## src/rtl/branch_resolve_unit.sv

```systemverilog
// Branch resolve unit: latches comparator flags and branch info in ID, decides
// taken/not-taken, issues a one-cycle PC redirect and a timed flush, keeps statistics.
module branch_resolve_unit #(
  parameter int unsigned FLUSH_CYCLES = 2,
  parameter int unsigned COUNT_W      = 16
) (
  input  logic               Clk,
  input  logic               Rst_n,
  input  logic               Valid_in,
  input  logic [2:0]         BrType,
  input  logic [31:0]        PC_in,
  input  logic [31:0]        Offset,
  input  logic               beq,
  input  logic               blt,
  input  logic               bgt,
  input  logic               bltz,
  input  logic               bgtz,
  input  logic               Stall,
  output logic               PCSrc,
  output logic [31:0]        BranchTarget,
  output logic               Flush,
  output logic               Busy,
  output logic [COUNT_W-1:0] BranchCount,
  output logic [COUNT_W-1:0] TakenCount
);

  typedef enum logic [1:0] {IDLE, EVAL, FLUSH} state_t;

  typedef enum logic [2:0] {
    BR_NONE, BR_EQ, BR_NE, BR_LT, BR_GT, BR_LTZ, BR_GTZ, BR_JUMP
  } br_t;

  state_t      state;
  br_t         br_type_q;
  logic [31:0] pc_q;
  logic [31:0] off_q;
  logic        beq_q, blt_q, bgt_q, bltz_q, bgtz_q;
  logic [3:0]  flush_cnt;
  logic        taken;
  logic [31:0] target;

  // Only the flag selected by the latched type matters; multi-hot flags are harmless.
  always_comb begin
    taken = 1'b0;
    case (br_type_q)
      BR_EQ:   taken = beq_q;
      BR_NE:   taken = !beq_q;
      BR_LT:   taken = blt_q;
      BR_GT:   taken = bgt_q;
      BR_LTZ:  taken = bltz_q;
      BR_GTZ:  taken = bgtz_q;
      BR_JUMP: taken = 1'b1;
      default: taken = 1'b0;
    endcase
  end

  // Word offset shift drops Offset[31:30]; the sum wraps modulo 2^32.
  assign target = pc_q + 32'd4 + (off_q << 2);

  always_ff @(posedge Clk or negedge Rst_n) begin
    if (!Rst_n) begin
      state        <= IDLE;
      br_type_q    <= BR_NONE;
      pc_q         <= '0;
      off_q        <= '0;
      beq_q        <= 1'b0;
      blt_q        <= 1'b0;
      bgt_q        <= 1'b0;
      bltz_q       <= 1'b0;
      bgtz_q       <= 1'b0;
      flush_cnt    <= '0;
      PCSrc        <= 1'b0;
      BranchTarget <= '0;
      Flush        <= 1'b0;
      Busy         <= 1'b0;
      BranchCount  <= '0;
      TakenCount   <= '0;
    end else begin
      PCSrc <= 1'b0;
      case (state)
        IDLE: begin
          if (Valid_in && (BrType != 3'd0) && !Stall) begin
            br_type_q <= br_t'(BrType);
            pc_q      <= PC_in;
            off_q     <= Offset;
            beq_q     <= beq;
            blt_q     <= blt;
            bgt_q     <= bgt;
            bltz_q    <= bltz;
            bgtz_q    <= bgtz;
            Busy      <= 1'b1;
            state     <= EVAL;
          end
        end
        EVAL: begin
          if (!Stall) begin
            if (BranchCount != '1)
              BranchCount <= BranchCount + COUNT_W'(1);
            if (taken) begin
              PCSrc        <= 1'b1;
              BranchTarget <= target;
              Flush        <= 1'b1;
              flush_cnt    <= 4'(FLUSH_CYCLES - 1);
              if (TakenCount != '1)
                TakenCount <= TakenCount + COUNT_W'(1);
              state        <= FLUSH;
            end else begin
              Busy  <= 1'b0;
              state <= IDLE;
            end
          end
        end
        FLUSH: begin
          // Flush outranks Stall: the countdown never pauses.
          if (flush_cnt == '0) begin
            Flush <= 1'b0;
            Busy  <= 1'b0;
            state <= IDLE;
          end else begin
            flush_cnt <= flush_cnt - 4'd1;
          end
        end
        default: begin
          Flush <= 1'b0;
          Busy  <= 1'b0;
          state <= IDLE;
        end
      endcase
    end
  end

endmodule

```

## config.mk

```make
export PLATFORM = sky130hd
export DESIGN_NAME = branch_resolve_unit
export DESIGN_NICKNAME = d
export VERILOG_FILES = /design/src/rtl/branch_resolve_unit.sv
export SDC_FILE = /design/constraint.sdc
export NUM_CORES = 1
export LEC_CHECK = 0
export BUFFER_PORTS_ARGS = -buffer_cell sky130_fd_sc_hd__clkbuf_2
export CORE_ASPECT_RATIO = 0.7
export CORE_UTILIZATION = 25
export DETAILED_ROUTE_END_ITERATION = 7
export PLACE_DENSITY = 0.41
export SLEW_MARGIN = 0
export SYNTH_ARGS = -nofsm -noshare
export SYNTH_HDL_FRONTEND = slang
export SYNTH_SLANG_ARGS = --single-unit
```

## constraint.sdc

```tcl
create_clock -name Clk -period 2.5 [get_ports Clk]
set_clock_uncertainty 0.15 [all_clocks]
set_input_delay 0.25 -clock Clk [delete_from_list [all_inputs] [get_ports Clk]]
set_output_delay 0.25 -clock Clk [all_outputs]
set_load 0.01 [all_outputs]
```

-- Yosys cells after proc, flatten, opt, wreduce, memory -nomap -nowiden
Index checks and enable logic that the tools add are counted.
- register bits: 143
- output and inout bits: 67
- $add $sub $neg: 5
- equal/unequal tests: 17
- mux-type cells: 21
- bitwise gates (word level): 2
- reductions and logical operators: 16
- operators with widths (cell ; number):
    adder 16 x 1 -> 16 bit, second input constant ; 2
    adder 32 x 3 -> 32 bit, second input constant ; 1
    adder 32 bit ; 1
    inequality test 16 bit, second input constant ; 2
    AND reduction 4 bit ; 4
    equality test 3 bit, second input constant ; 4
    2-to-1 mux 4 bit ; 3
    inequality test 2 bit, second input constant ; 6
    2-to-1 mux 1 bit ; 9
    AND reduction 3 bit ; 3
    2-to-1 mux 2 bit ; 4
    one-hot mux 4 bit (2 select lines) ; 1
    one-hot mux 1 bit (7 select lines) ; 1
    equality test 3 x 2 -> 1 bit, second input constant ; 2
    one-hot mux 1 bit (3 select lines) ; 2
    one-hot mux 2 bit (3 select lines) ; 1
    logical NOT 4 bit ; 1
    subtractor 4 x 1 -> 4 bit, second input constant ; 1
    equality test 3 x 1 -> 1 bit, second input constant ; 1
    nonzero test 3 bit ; 1
    equality test 2 x 1 -> 1 bit, second input constant ; 1
    equality test 2 bit, second input constant ; 1
    logical AND 1 bit ; 2
    logical NOT 1 bit ; 2
    other kinds (4) ; 5

-- Longest topological paths before layout
Gate-level depths: netlist of run 1.
- depth in word-level cells: 5
- gate-level depth with buffers: 12

-- Worst setup path before layout of run 1
OpenSTA, ideal clock, no wires.
- path type: register to register
- start point: reg pc_q[3]
- end point: reg BranchTarget[27]
- data arrival time: 2535 ps
- setup slack: -268 ps
- cell stages (with the launch flop): 11
- period minus slack after synthesis: 2768 ps
- cell sequence: dfrtp_1 > ha_1 > ha_1 > fa_1 > a21o_1 > a31oi_1 > nor3_1 > a211oi_1 > o21ai_0 > xnor2_1 > o21ai_0
- word-level cells in the longest chain between the ends: 2
- RTL lines (item ; RTL line ; source):
    start, declared ; 35 ; logic [31:0] pc_q;
    start signal, assigned ; 84 ; pc_q <= PC_in;
    adder 32 x 3 -> 32 bit ; 58 ; assign target = pc_q + 32'd4 + (off_q << 2);
    adder 32 bit ; 58 ;
    end signal, assigned ; 101 ; BranchTarget <= target;
    end, declared ; 20 ; output logic [31:0] BranchTarget,
No other way between the ends.
A chain may end at the register's enable or synchronous reset.

-- Worst setup path after layout of run 1
- start point: reg pc_q[3]
- end point: reg BranchTarget[31]
Same word-level chain as after synthesis.

==> results.md, run 1 <==
- Of the post-synthesis cell area, the part taken by muxes is 0.104.
- The required time of the critical path is 2.66 ns.
- The end-of-flow core utilization is 0.386.
- Headroom to the max-slew limit came out at 0.466.
- The number of antenna-violating nets in the routed design is 0.
- The type of the worst setup path is reg -> reg.
- The number of warnings reported in the yosys synthesis log is 0.
- The die covers 30700 µm².
- The number of global-route vias before repair is 6267.
- The first global-routing pass estimated 33900 µm of wire.
- The area share of xor/xnor cells in the synthesized design is 0.0667.
- Counting the fill cells in the layout gives 2942.
- Setup violations remaining at the end of the flow were counted as 17.
- Subtracting the final worst setup slack from the clock period gives 2.75 ns.
- Setup slack on the critical path of the routed design comes to -0.249 ns.
- The share of synthesized registers carrying an async set or reset is 1.00.
- The max-capacitance violation count is 0.
- The clock transition time at the flip-flop clock pins of the worst setup and hold paths is 0.06 ns.
- The global-route usage over all layers is 0.143.
- The largest driver fanout on the critical path is 3.
- The starting DRC count in detailed routing is 257.
- The placed instances occupy a cell area of 9500 µm².
- The unique cell type count in the Yosys netlist is 59.
- In this run the number of H-tree levels came out at 4.
- The buffer depth of the longest clock path is 2.
- Of the cells placed in the final design, the portion with a size suffix greater than 1 is 0.409.
- The data arrival time of the critical path is 2.91 ns.
- The area of the multi-input gates is 4220 µm².
- After synthesis, the mean cell area works out to 11.0 µm².
- The root buffer cell chosen for the clock tree is clkbuf_16.
- The post-synthesis instance total is 681.
- The die is 147 µm tall.
- Entering global routing, the biggest net connects 75 pins.
- The initial utilization of the core area, before any placement, comes to 0.257.
- The net count of the finished layout is 1129.
- The design draws 18600 µW.
- The storage element area is 3580 µm².
- Setup repair after global routing could not meet its margin everywhere.
- The floorplan step set the die width to 209 µm.
- The number of clock sinks is 143.
- Of the total synthesized cell area, the portion taken by full adders, half adders and majority gates is 0.103.
- Summing over every cut layer, the via total after detailed routing is 6094.
- Leaving out fill and tap cells, the most frequent cell in the layout is dfrtp_1.
- The first-pass iteration count of the detailed router is 5.
- Of the synthesized area, sequential elements account for 0.478.
- The number of antenna violations at the first check in global routing is 0.
- The detailed-placement wirelength estimate is 15300 µm.
- The leakage dissipation is 0.00521 µW.
- By area, the combinational part of the netlist is dominated by simple AND/OR/NAND/NOR gates.
- The DRC violation count after routing is 0.
- The kind of end point of the critical path is a register.
- The number of top-level design ports is 143.
- The count of flip-flops with a built-in enable after synthesis is 0.
- When the netlist entered floorplanning its net count stood at 818.
- The clock tree from TritonCTS is built.
- The flow ran to the end, but the final reports show violations.
- In the final routed layout, each cell accounts on average for 15.0 µm.
- Hold timing on the final database bottoms out at a slack of 0.268 ns.
- Once layout is done, the placed cells without fillers occupy 11300 µm².
- Dividing the detail-routed via count by the number of cells gives 4.41.
- Routability-driven placement finished with a final weighted congestion of 0.759.
- Compared with the post-synthesis result, the final layout area differs by 50.4%.
- The synthesized-area fraction occupied by ao, oa, aoi and oai cells is 0.102.
- The checks that failed: setup timing.
- Input and output buffers added on the ports amount to 140.
- The total length of routed wires is 20800 µm.
- The clock latency reported for the late side of the worst-skew pair is 0.44 ns.
- The critical path launch point type is a register.
- VDD sags by at most 0.000556 V.
- For this run, the top clock speed supported by timing is 0.364 GHz.
- In the synthesized netlist the dominant register cell turns out to be dfrtp_1.
- The final critical-path share of the clock period is 1.10.
- In this run the power density over the cells is 1650 nW/µm².
- The class of the tightest hold or removal check is in -> reg.
- The initialized floorplan defines 52 standard-cell rows.
- For the pin with the worst max-slew slack, the measured transition is 0.801 ns.
- The area inside the core boundary is 29100 µm².
- The final max-slew violation count is 0.
- For this run the aggregate overflow at the end of global routing stands at 0.
- The number of hold violations in the final report is 0.
- Of the total synthesized cell area, the portion taken by AND, OR, NAND and NOR gates is 0.128.
- In the layout the commonest cells are 143 x dfrtp_1, 139 x clkbuf_2, 99 x buf_4.
- Counting the buffers created by CTS gives 17.
- The number of antenna diodes in the final layout is 0.
- The post-synthesis sequential element count is 143.
- The total negative setup slack is -2.19 ns.
- The cell area after synthesis is 7490 µm².
[flip-flops by register name (all words and copies together) (netlist names)]
name	count
TakenCount	16
bgt_q	1
pc_q	32
BranchTarget	32
Flush	1
blt_q	1
off_q	30
flush_cnt	4
Busy	1
BranchCount	16
br_type_q	3
beq_q	1
bltz_q	1
PCSrc	1
bgtz_q	1
state	2
[critical path, stage by stage (launching register included)]
cell,delay [ns]
dfrtp_1,0.38
ha_1,0.29
ha_2,0.20
fa_2,0.34
a21o_1,0.21
a31oi_4,0.22
buf_4,0.16
nor2_4,0.05
a31o_4,0.22
a31oi_4,0.18
xnor2_1,0.14
o21ai_1,0.07
[layout make-up]
cell class	count	share of cell area
well taps	378	0.0420
clock inverters	10	0.0184
clock buffers	21	0.0418
flip-flops and latches	143	0.318
multi-input cells	503	0.375
repair buffers	317	0.202
inverters	10	0.00333
[Yosys cell counts (3+ instances only)]
cell type,number,area share
dfrtp_1,143,0.48
nand2_1,87,0.044
mux2_2,69,0.10
ha_1,60,0.10
o21ai_0,42,0.028
xnor2_1,37,0.043
a21oi_1,29,0.019
nor2_1,28,0.014
nand3_1,25,0.017
xor2_1,20,0.023
clkbuf_1,16,0.0080
nand4_1,16,0.013
a21o_1,10,0.010
inv_1,10,0.0050
a31oi_1,6,0.0050
and3_1,6,0.0050
buf_2,6,0.0040
and4_1,5,0.0058
nor4_1,4,0.0033
o211ai_1,4,0.0040
a211oi_1,3,0.0030
a21boi_0,3,0.0030
nor2b_1,3,0.0025
nor3_1,3,0.0020
[logic make-up after synthesis]
logic type | after synthesis
fa+ha+maj | 61
xor+xnor | 57
simple gates | 196
flops | 143
buf+inv | 35
compound gates | 120
mux | 69
[where the power goes]
part / total (µW) / switching (µW) / leakage (µW) / internal (µW)
Sequential: 3880 / 643 / 0.00178 / 3240
Clock: 2980 / 1040 / 0.000321 / 1940
Combinational: 11700 / 5650 / 0.00311 / 6060
Total: 18600 / 7340 / 0.00521 / 11200
[per-stage QoR]
step	setup slack, ns	cells
final	-0.249	1382
after global routing	-0.389	1382
after CTS	-0.248	1378
after detailed placement	-0.269	1271
after global placement	-0.230	1271
after floorplan	-0.0473	681
[repair_timing]
item	in CTS	in global routing
pin swaps	17	7
endpoints found under the setup margin	20	21
hold buffers	73	0
gates resized for setup	36	17
buffers inserted	3	4
endpoints found under the hold margin	143	0
[metal layers]
layer  track usage  wire length, µm  vias to the layer above  share of wire
li1              -                -                     3069              -
met3        0.0404              654                        8          0.031
met1         0.217            11600                     2931           0.56
met4        0.0364              138                        0         0.0066
met2         0.196             8380                       86           0.40
met5             0                0                        -              0
[worst paths after layout]
check                      cells past startpoint  slack [ns]                to  startpoint
max                                           11       -0.25  BranchTarget[31]     pc_q[3]
min                                            4        0.27              Busy    Valid_in
max reg2reg                                   11       -0.25  BranchTarget[31]     pc_q[3]
min reg2reg                                    2        0.31   BranchTarget[0]     pc_q[0]
max in group asynchronous                      3        1.23             PCSrc       Rst_n
min in group asynchronous                      2        0.28         off_q[16]       Rst_n
No activity file was read; power rests on OpenSTA's default activity.
==> run 2, diff against run 1 <==
--- a/config.mk
+++ b/config.mk
@@ -9,7 +9,7 @@
 export CORE_ASPECT_RATIO = 0.7
 export CORE_UTILIZATION = 25
 export DETAILED_ROUTE_END_ITERATION = 7
-export PLACE_DENSITY = 0.41
+export PLACE_DENSITY_LB_ADDON = 0.12
 export SLEW_MARGIN = 0
 export SYNTH_ARGS = -nofsm -noshare
 export SYNTH_HDL_FRONTEND = slang
==> run 2 against run 1 <==
Against the previous run:
- the flow still finishes with violations (setup timing)
- clock power decreased by 15%
- clock-buffer cell count is 3 lower
- global-route usage is 0.056 points higher
- power up 0.31%
- routed wire length fell by 0.81%
- maximum frequency is 1.8% higher
- sequential power rose by 2%
- core utilization is 0.082 points higher
- first-iteration DRC count is 23% lower
- non-clock buffer count increased by 2
- critical path depth shrank 1
- worst setup slack better by 0.049 ns
==> results.md, run 2 (synthesis gave the netlist of run 1 again) <==
- The most critical setup path has its startpoint at pc_q[3].
- The H-tree generated during clock tree synthesis spans 4 levels.
- The global-route usage over all layers is 0.144.
- The combinational power share is 0.653.
- For this design the static power due to leakage is 0.00518 µW.
- STA classifies the critical path endpoint as a register.
- Counting the buffers created by CTS gives 17.
- The starting density of the core is 0.257.
- Of the cells placed in the final design, the portion with a size suffix greater than 1 is 0.418.
- After layout, the worst setup slack is -0.200 ns.
- After legalization and detailed placement, the total HPWL measured 14900 µm.
- The growth of design area from synthesis to finish is 50.7%.
- The count of buffering cells on the critical path with inverters included is 0.
- At the pin with the least slew margin, the transition time is 0.451 ns.
- The horizontal die dimension is 209 µm.
- Input and output buffers added on the ports amount to 140.
- Clock latency on the worst-skew pair, taken at its later pin, is 0.44 ns.
- Max-cap violations in this run came to 0.
- The final critical path time including I/O delays and setup is 2.70 ns.
- On the critical path the largest part of the delay comes from compound AO/OA/AOI/OAI gates.
- The critical path launch point type is a register.
- The largest driver fanout on the critical path is 3.
- The run finished, with violations left.
- The average routed wire per standard cell is 14.9 µm.
- Summed over all layers, the global routing overflow is 0.
- The overall die height is 147 µm.
- The type of the worst setup path is reg -> reg.
- The root buffer cell chosen for the clock tree is clkbuf_16.
- The wire length of the first global-routing pass is 33800 µm.
- The final critical-path share of the clock period is 1.08.
- At the end of routability-driven placement, the weighted congestion stood at 0.753.
- The required time of the critical path is 2.67 ns.
- The worst slew slack as a fraction of its limit is 0.699.
- The clock network power share is 0.136.
- The number of top-level design ports is 143.
- The library cells used most frequently in the layout, excluding fill and tap cells, are 143 x dfrtp_1, 139 x clkbuf_2, 101 x buf_4.
- Timing would allow up to 0.370 GHz.
- The total number of vias is 6074.
- Walking the worst path, the cells encountered are ha_1 > ha_2 > fa_2 > a21o_1 > a31oi_4 > nor2_1 > a31o_2 > a31oi_1 > xnor2_1 > o21ai_1.
- Setup repair after global routing could not meet its margin everywhere.
- Setup violations remaining at the end of the flow were counted as 18.
- Once layout is complete, the cells apart from fillers number 1385.
- The sequential share of power is 0.211.
- Once placement completed, the tool counted placed cells totaling 1269.
- After floorplanning, the core was divided into 52 placement rows.
- The average via count per standard cell is 4.39.
- Of the total power, the share spent switching nets is 0.400.
- For this block, the routed nets add up to 20600 µm of wire.
- In this run the worst hold path is classified as in -> reg.
- The data arrival time of the critical path is 2.87 ns.
- The slowest cell on the critical path is dfrtp_1.
- The cell internal power dissipation is 11200 µW.
- The pin count of the biggest net entering global routing is 77.
- For this design the ratio of total power to cell area is 1650 nW/µm².
- The final reports fail on setup timing.
- The number of clock sinks is 143.
- The first-pass iteration count of the detailed router is 4.
- The number of antenna diodes in the final layout is 0.
- The area inside the core boundary is 29100 µm².
- The final max-slew violation count is 0.
- The largest registers in the layout are BranchTarget: 32 flops, pc_q: 32 flops, off_q: 30 flops.
- Once layout is complete, the utilization of the core stands at 0.387.
- The hold path startpoint is Valid_in.
- The count of nets left with antenna violations once routing finished came out at 0.
- The maximum cell stage delay along the critical path is 0.39 ns.
- The number of global-route vias before repair is 6242.
- The number of antenna violations at the first check in global routing is 0.
- After the first detailed-routing iteration, the DRC count stood at 198.
- For this design the total switching power over the nets is 7460 µW.
- The die covers 30700 µm².
- The most frequent standard cell in the layout excluding fill and tap cells is dfrtp_1.
- The DRC violation count after routing is 0.
- TritonCTS built the clock tree.
- The number of hold violations in the final report is 0.
- The clock transition time at the flip-flop clock pins of the worst setup and hold paths is 0.06 ns.
- In the final design database the tool counted 1131 nets.
- The worst register-to-register path begins at pc_q[3].
- The worst supply voltage drop on vdd is 0.000575 V.
- The buffer depth of the longest clock path is 2.
run 2: cell count changes in the layout (fill, tap and decap cells not counted), moves of 2 or more:
cell,previous run,this run
ha_2,5,3
a21oi_4,1,4
ha_4,14,23
buf_4,99,101
clkinv_4,0,4
nand2_2,2,4
clkbuf_8,3,0
a21oi_1,20,18
clkinv_2,1,5
ha_1,41,34
bufinv_16,6,2
nand2_1,85,83
run 2: repair_timing:
item,in CTS,in global routing
hold buffers,72,0
pin swaps,9,13
buffers inserted,4,8
endpoints found under the hold margin,214,0
resized for setup,18,47
endpoints found under the setup margin,20,23
run 2: final timing paths:
check / endpoint / cells after the start / slack (ns)
worst min-delay path: state[0] / 3 / 0.03
worst max register to register: BranchTarget[31] / 10 / -0.20
worst max-delay path: BranchTarget[31] / 10 / -0.20
min in group asynchronous: pc_q[26] / 3 / 0.22
worst min register to register: BranchTarget[1] / 2 / 0.31
max in group asynchronous: pc_q[9] / 3 / 1.59
run 2: area by class of cell:
type | count | area (µm²)
multi-input cells | 503 | 4330
repair buffers | 319 | 2290
flip-flops and latches | 143 | 3580
clock buffers | 18 | 429
inverters | 10 | 37.5
fillers | 2916 | 17900
clock inverters | 14 | 144
well taps | 378 | 473
run 2: power groups by stage:
| stage | clock [µW] | combinational, µW | sequential [µW] |
|---|---|---|---|
| final | 2530 | 12200 | 3940 |
| after global routing | 2750 | 13500 | 4080 |
| after CTS | 2640 | 11200 | 3890 |
| after detailed placement | 0 | 10600 | 3900 |
| after global placement | 0 | 10600 | 3890 |
| after floorplan | 0 | 6150 | 3850 |
run 2: routing by layer:
layer  up-vias  track usage  wire [µm]
li1       3065            -          -
met5         -            0          0
met3        12       0.0404        717
met4         0       0.0404        200
met2        89        0.209       8840
met1      2908        0.207      10900
run 2: through the flow:
stage	cell area, µm²	setup WS, ns	total power [µW]	hold WS [ns]	setup TNS, ns
after floorplan	7640	-0.0473	10000	-0.196	-0.179
after global placement	9480	-0.304	14500	0.143	-3.45
after detailed placement	9480	-0.332	14500	0.139	-3.61
after CTS	10900	-0.233	17700	0.00650	-3.18
after global routing	11300	-0.365	20300	0.0409	-4.94
final	11300	-0.200	18600	0.0264	-1.94
run 2: worst reg2reg max path, stage by stage (launching register included):
cell and delay [ns]:
dfrtp_1 0.39, ha_1 0.30, ha_2 0.20, fa_2 0.34
a21o_1 0.20, a31oi_4 0.24, nor2_1 0.13, a31o_2 0.23
a31oi_1 0.19, xnor2_1 0.14, o21ai_1 0.07
==> run 3, diff against run 2 <==
--- a/config.mk
+++ b/config.mk
@@ -5,6 +5,7 @@
 export SDC_FILE = /design/constraint.sdc
 export NUM_CORES = 1
 export LEC_CHECK = 0
+export ABC_AREA = 1
 export BUFFER_PORTS_ARGS = -buffer_cell sky130_fd_sc_hd__clkbuf_2
 export CORE_ASPECT_RATIO = 0.7
 export CORE_UTILIZATION = 25
==> run 3 against run 2 <==
Against the previous run:
- the run now ends clean
- power fell by 14%
- synthesized cell count rose by 72%
- global-route usage rose by 1.1 points
- design area rose by 3.1%
- routed wire length rose by 28%
- cell count rose by 35%
- critical endpoint is now BranchTarget[13]
==> results.md, run 3 <==
- Entering global routing, the biggest net connects 57 pins.
- The worst flop-to-flop path endpoint is BranchTarget[13].
- Synthesis produced a netlist whose cell count is 1171.
- STA classifies the critical path startpoint as a register.
- In the post-synthesis netlist, the biggest area contributors are dfrtp_1 41%, nand2_1 20%, ha_1 8.6%.
- The unique cell type count in the Yosys netlist is 34.
- The row count is 56.
- The worst slew slack as a fraction of its limit is 0.604.
- For the pin with the worst max-slew slack, the measured transition is 0.595 ns.
- In the final layout, the share of cells above drive strength 1 is 0.188.
- The number of clock buffers inserted by TritonCTS is 17.
- The floorplan step set the die height to 158 µm.
- CTS placed an instance of clkbuf_16 at the clock tree root.
- The total overflow left after global routing is 0.
- VDD sags by at most 0.000467 V.
- Summing all multi-input logic gate instances after layout gives 4690 µm².
- Setup repair after global routing left no endpoint under its margin.
- The congestion estimate from routability-driven global placement came to 0.874.
- The area inside the core boundary is 33900 µm².
- In this run the deepest clock path goes through 2 buffers.
- The total number of vias is 7846.
- After detailed routing, the met3 layer carries 1030 µm of wire.
- The highest metal layer carrying signal wires in the routed design is met4.
- The most critical setup path has its startpoint at pc_q[3].
- The mapped netlist covers 8730 µm².
- The final max-slew violation count is 0.
- The most instantiated flip-flop cell in the synthesis netlist is dfrtp_1.
- The global-route usage over all layers is 0.155.
- The count of H-tree levels built during CTS is 4.
- The clock reaches the later pin of the worst-skew pair after 0.45 ns.
- The data arrival time of the critical path is 2.58 ns.
- The final critical-path share of the clock period is 0.961.
- The total design power is 16000 µW.
- The largest registers in the layout are BranchTarget: 32 flops, pc_q: 32 flops, off_q: 30 flops.
- Following the worst setup path forward leads to its endpoint at BranchTarget[13].
- For the worst flop-to-flop path, the logic depth is 9.
- The detail route stage leaves a number of antenna-violating nets equal to 0.
- The kind of end point of the critical path is a register.
- The total length of routed wires is 26400 µm.
- Yosys printed 0 warnings.
- The final critical path time including I/O delays and setup is 2.40 ns.
- The number of antenna violations at the first check in global routing is 0.
- After routing, the total negative slack on setup checks comes to 0 ns.
- The most common cell in the netlist is nand2_1.
- Leaving out fill and tap cells, the most frequent cells in the layout are 454 x nand2_1, 143 x dfrtp_1, 139 x clkbuf_2.
- The starting DRC count in detailed routing is 398.
- The origin of the critical flop-to-flop path is pc_q[3].
- On the final layout, the worst hold slack is 0.205 ns.
- The tool flagged a number of max-cap violations equal to 0.
- Across the whole layout, storage elements account for 3580 µm².
- For this run, the post-layout net count is 1531.
- The growth of design area from synthesis to finish is 33.2%.
- The final worst setup slack is 0.0976 ns.
- Fill cells in the final layout number 3758.
- The run finished with clean final reports.
- TritonCTS built the clock tree.
- In the detailed route, the total length drawn on met2 is 11100 µm.
- Of the synthesized area, sequential elements account for 0.410.
- The average footprint of a synthesized cell is 7.46 µm².
- After clock tree synthesis, the clock-pin slew on the worst setup and hold paths is 0.06 ns.
- The leakage dissipation is 0.00616 µW.
- Setup violations remaining at the end of the flow were counted as 0.
- 0 antenna diodes ended up in the layout.
- dfrtp_1 takes more of the synthesized area than any other cell.
- The number of hold violations in the final report is 0.
- The horizontal die dimension is 225 µm.
- The tree built by TritonCTS fans out to 143 sinks.
- Based on the critical path, the design can be clocked at up to 0.416 GHz.
- The detailed-placement wirelength estimate is 19600 µm.
- In the synthesized netlist the async set-or-reset flop fraction comes to 1.00.
- The DRC violation count after routing is 0.
- The power per cell area is 1370 nW/µm².
- After synthesis, the most frequently instantiated cells are 459 x nand2_1, 143 x dfrtp_1, 132 x inv_1.
- The detailed router put a total of 14000 µm of wire on met1.
- The library cell used most frequently in the layout, excluding fill and tap cells, is nand2_1.
- The average via count per standard cell is 4.19.
- The number of global-route vias before repair is 7920.
- The wire length of the first global-routing pass is 42400 µm.
- Along the worst path, the maximum fanout reaches 3.
- The worst register-to-register path has a setup slack of 0.1 ns.
- The class of the tightest hold or removal check is in -> async.
- The count of flip-flops with a built-in enable after synthesis is 0.
- The average routed wire per standard cell is 14.1 µm.
- The die outline area is 35700 µm².
- The starting density of the core is 0.258.
- The type of the worst setup path is reg -> reg.
- The proportion of netlist area held by the largest area contributor is 0.410.
- The first detailed-routing pass ran for 5 iterations.
- The post-placement worst setup slack is -0.0213 ns.
- The count of input and output buffers is 140.
- Counting every net in the synthesized netlist gives 1308.
- The synthesized design contains 143 register bits.
- During I/O placement, the number of pins put on the boundary was 143.
- The required time of the critical path is 2.67 ns.
## run 3: cell count changes after synthesis, sizes merged, moves of 7 or more
cell / delta
nand2: +377
inv: +126
nand3: +100
mux2: -69
nor2: +35
buf: +16
xnor2: -14
a21o: -9
a21oi: -8
clkbuf: -8
nand3b: +8
nand4: -8
nor3: +7
## run 3: power by group
group	switching [µW]	leakage, µW	internal, µW
Combinational	5730	0.00407	3570
Sequential	701	0.00180	3320
Clock	1140	0.000294	1510
Total	7560	0.00616	8400
## run 3: metal layers
metal	track usage	up-vias
met3	0.0325	15
met2	0.231	139
met4	0.0476	0
li1	-	4149
met1	0.221	3543
met5	0	-
## run 3: worst min-delay path by stage
stage / slack [ns] / end / start
2_1_floorplan: -0.20 / BranchCount[0] / Rst_n
3_5_place_dp: 0.12 / pc_q[15] / Rst_n
3_3_place_gp: 0.12 / pc_q[15] / Rst_n
6_report: 0.20 / pc_q[15] / Rst_n
5_1_grt: 0.26 / pc_q[10] / Rst_n
4_1_cts: 0.21 / BranchTarget[11] / Rst_n
## run 3: cell type report
class	count	area share
sequential	143	0.308
clock inverter	14	0.0133
tap	464	0.0499
multi-input combinational	859	0.403
timing repair buffer	237	0.144
inverter	136	0.0439
clock buffer	18	0.0378
## run 3: cell families (layout without fill, tap and decap cells)
| logic type | Yosys count | count (layout) | synth area share |
|---|---|---|---|
| flops | 143 | 143 | 0.410 |
| compound gates | 73 | 73 | 0.0500 |
| fa+ha+maj | 61 | 61 | 0.0883 |
| buf+inv | 169 | 405 | 0.0807 |
| simple gates | 683 | 683 | 0.329 |
| xor+xnor | 42 | 42 | 0.0421 |
## run 3: repair_timing
item | CTS | global route
buffers inserted | 0 | 2
setup endpoints to repair | 2 | 18
endpoints found under the hold margin | 124 | 0
hold buffers | 72 | 0
pin swaps | 2 | 9
resized for setup | 2 | 40
## run 3: worst max-delay path, cell delays in order (launching register included)
cell	delay, ns
dfrtp_1	0.41
ha_4	0.25
ha_4	0.16
fa_2	0.40
buf_4	0.16
nand3_1	0.07
nand3b_1	0.20
buf_4	0.22
xnor2_1	0.17
o21ai_0	0.09
## run 3: metrics by stage
stage	area, µm²	utilization	instances
floorplan	8730	-	1171
global placement	10100	0.297	1765
detailed placement	10100	0.297	1765
CTS	11400	0.336	1869
global route	11600	0.343	1871
finish	11600	0.343	1871
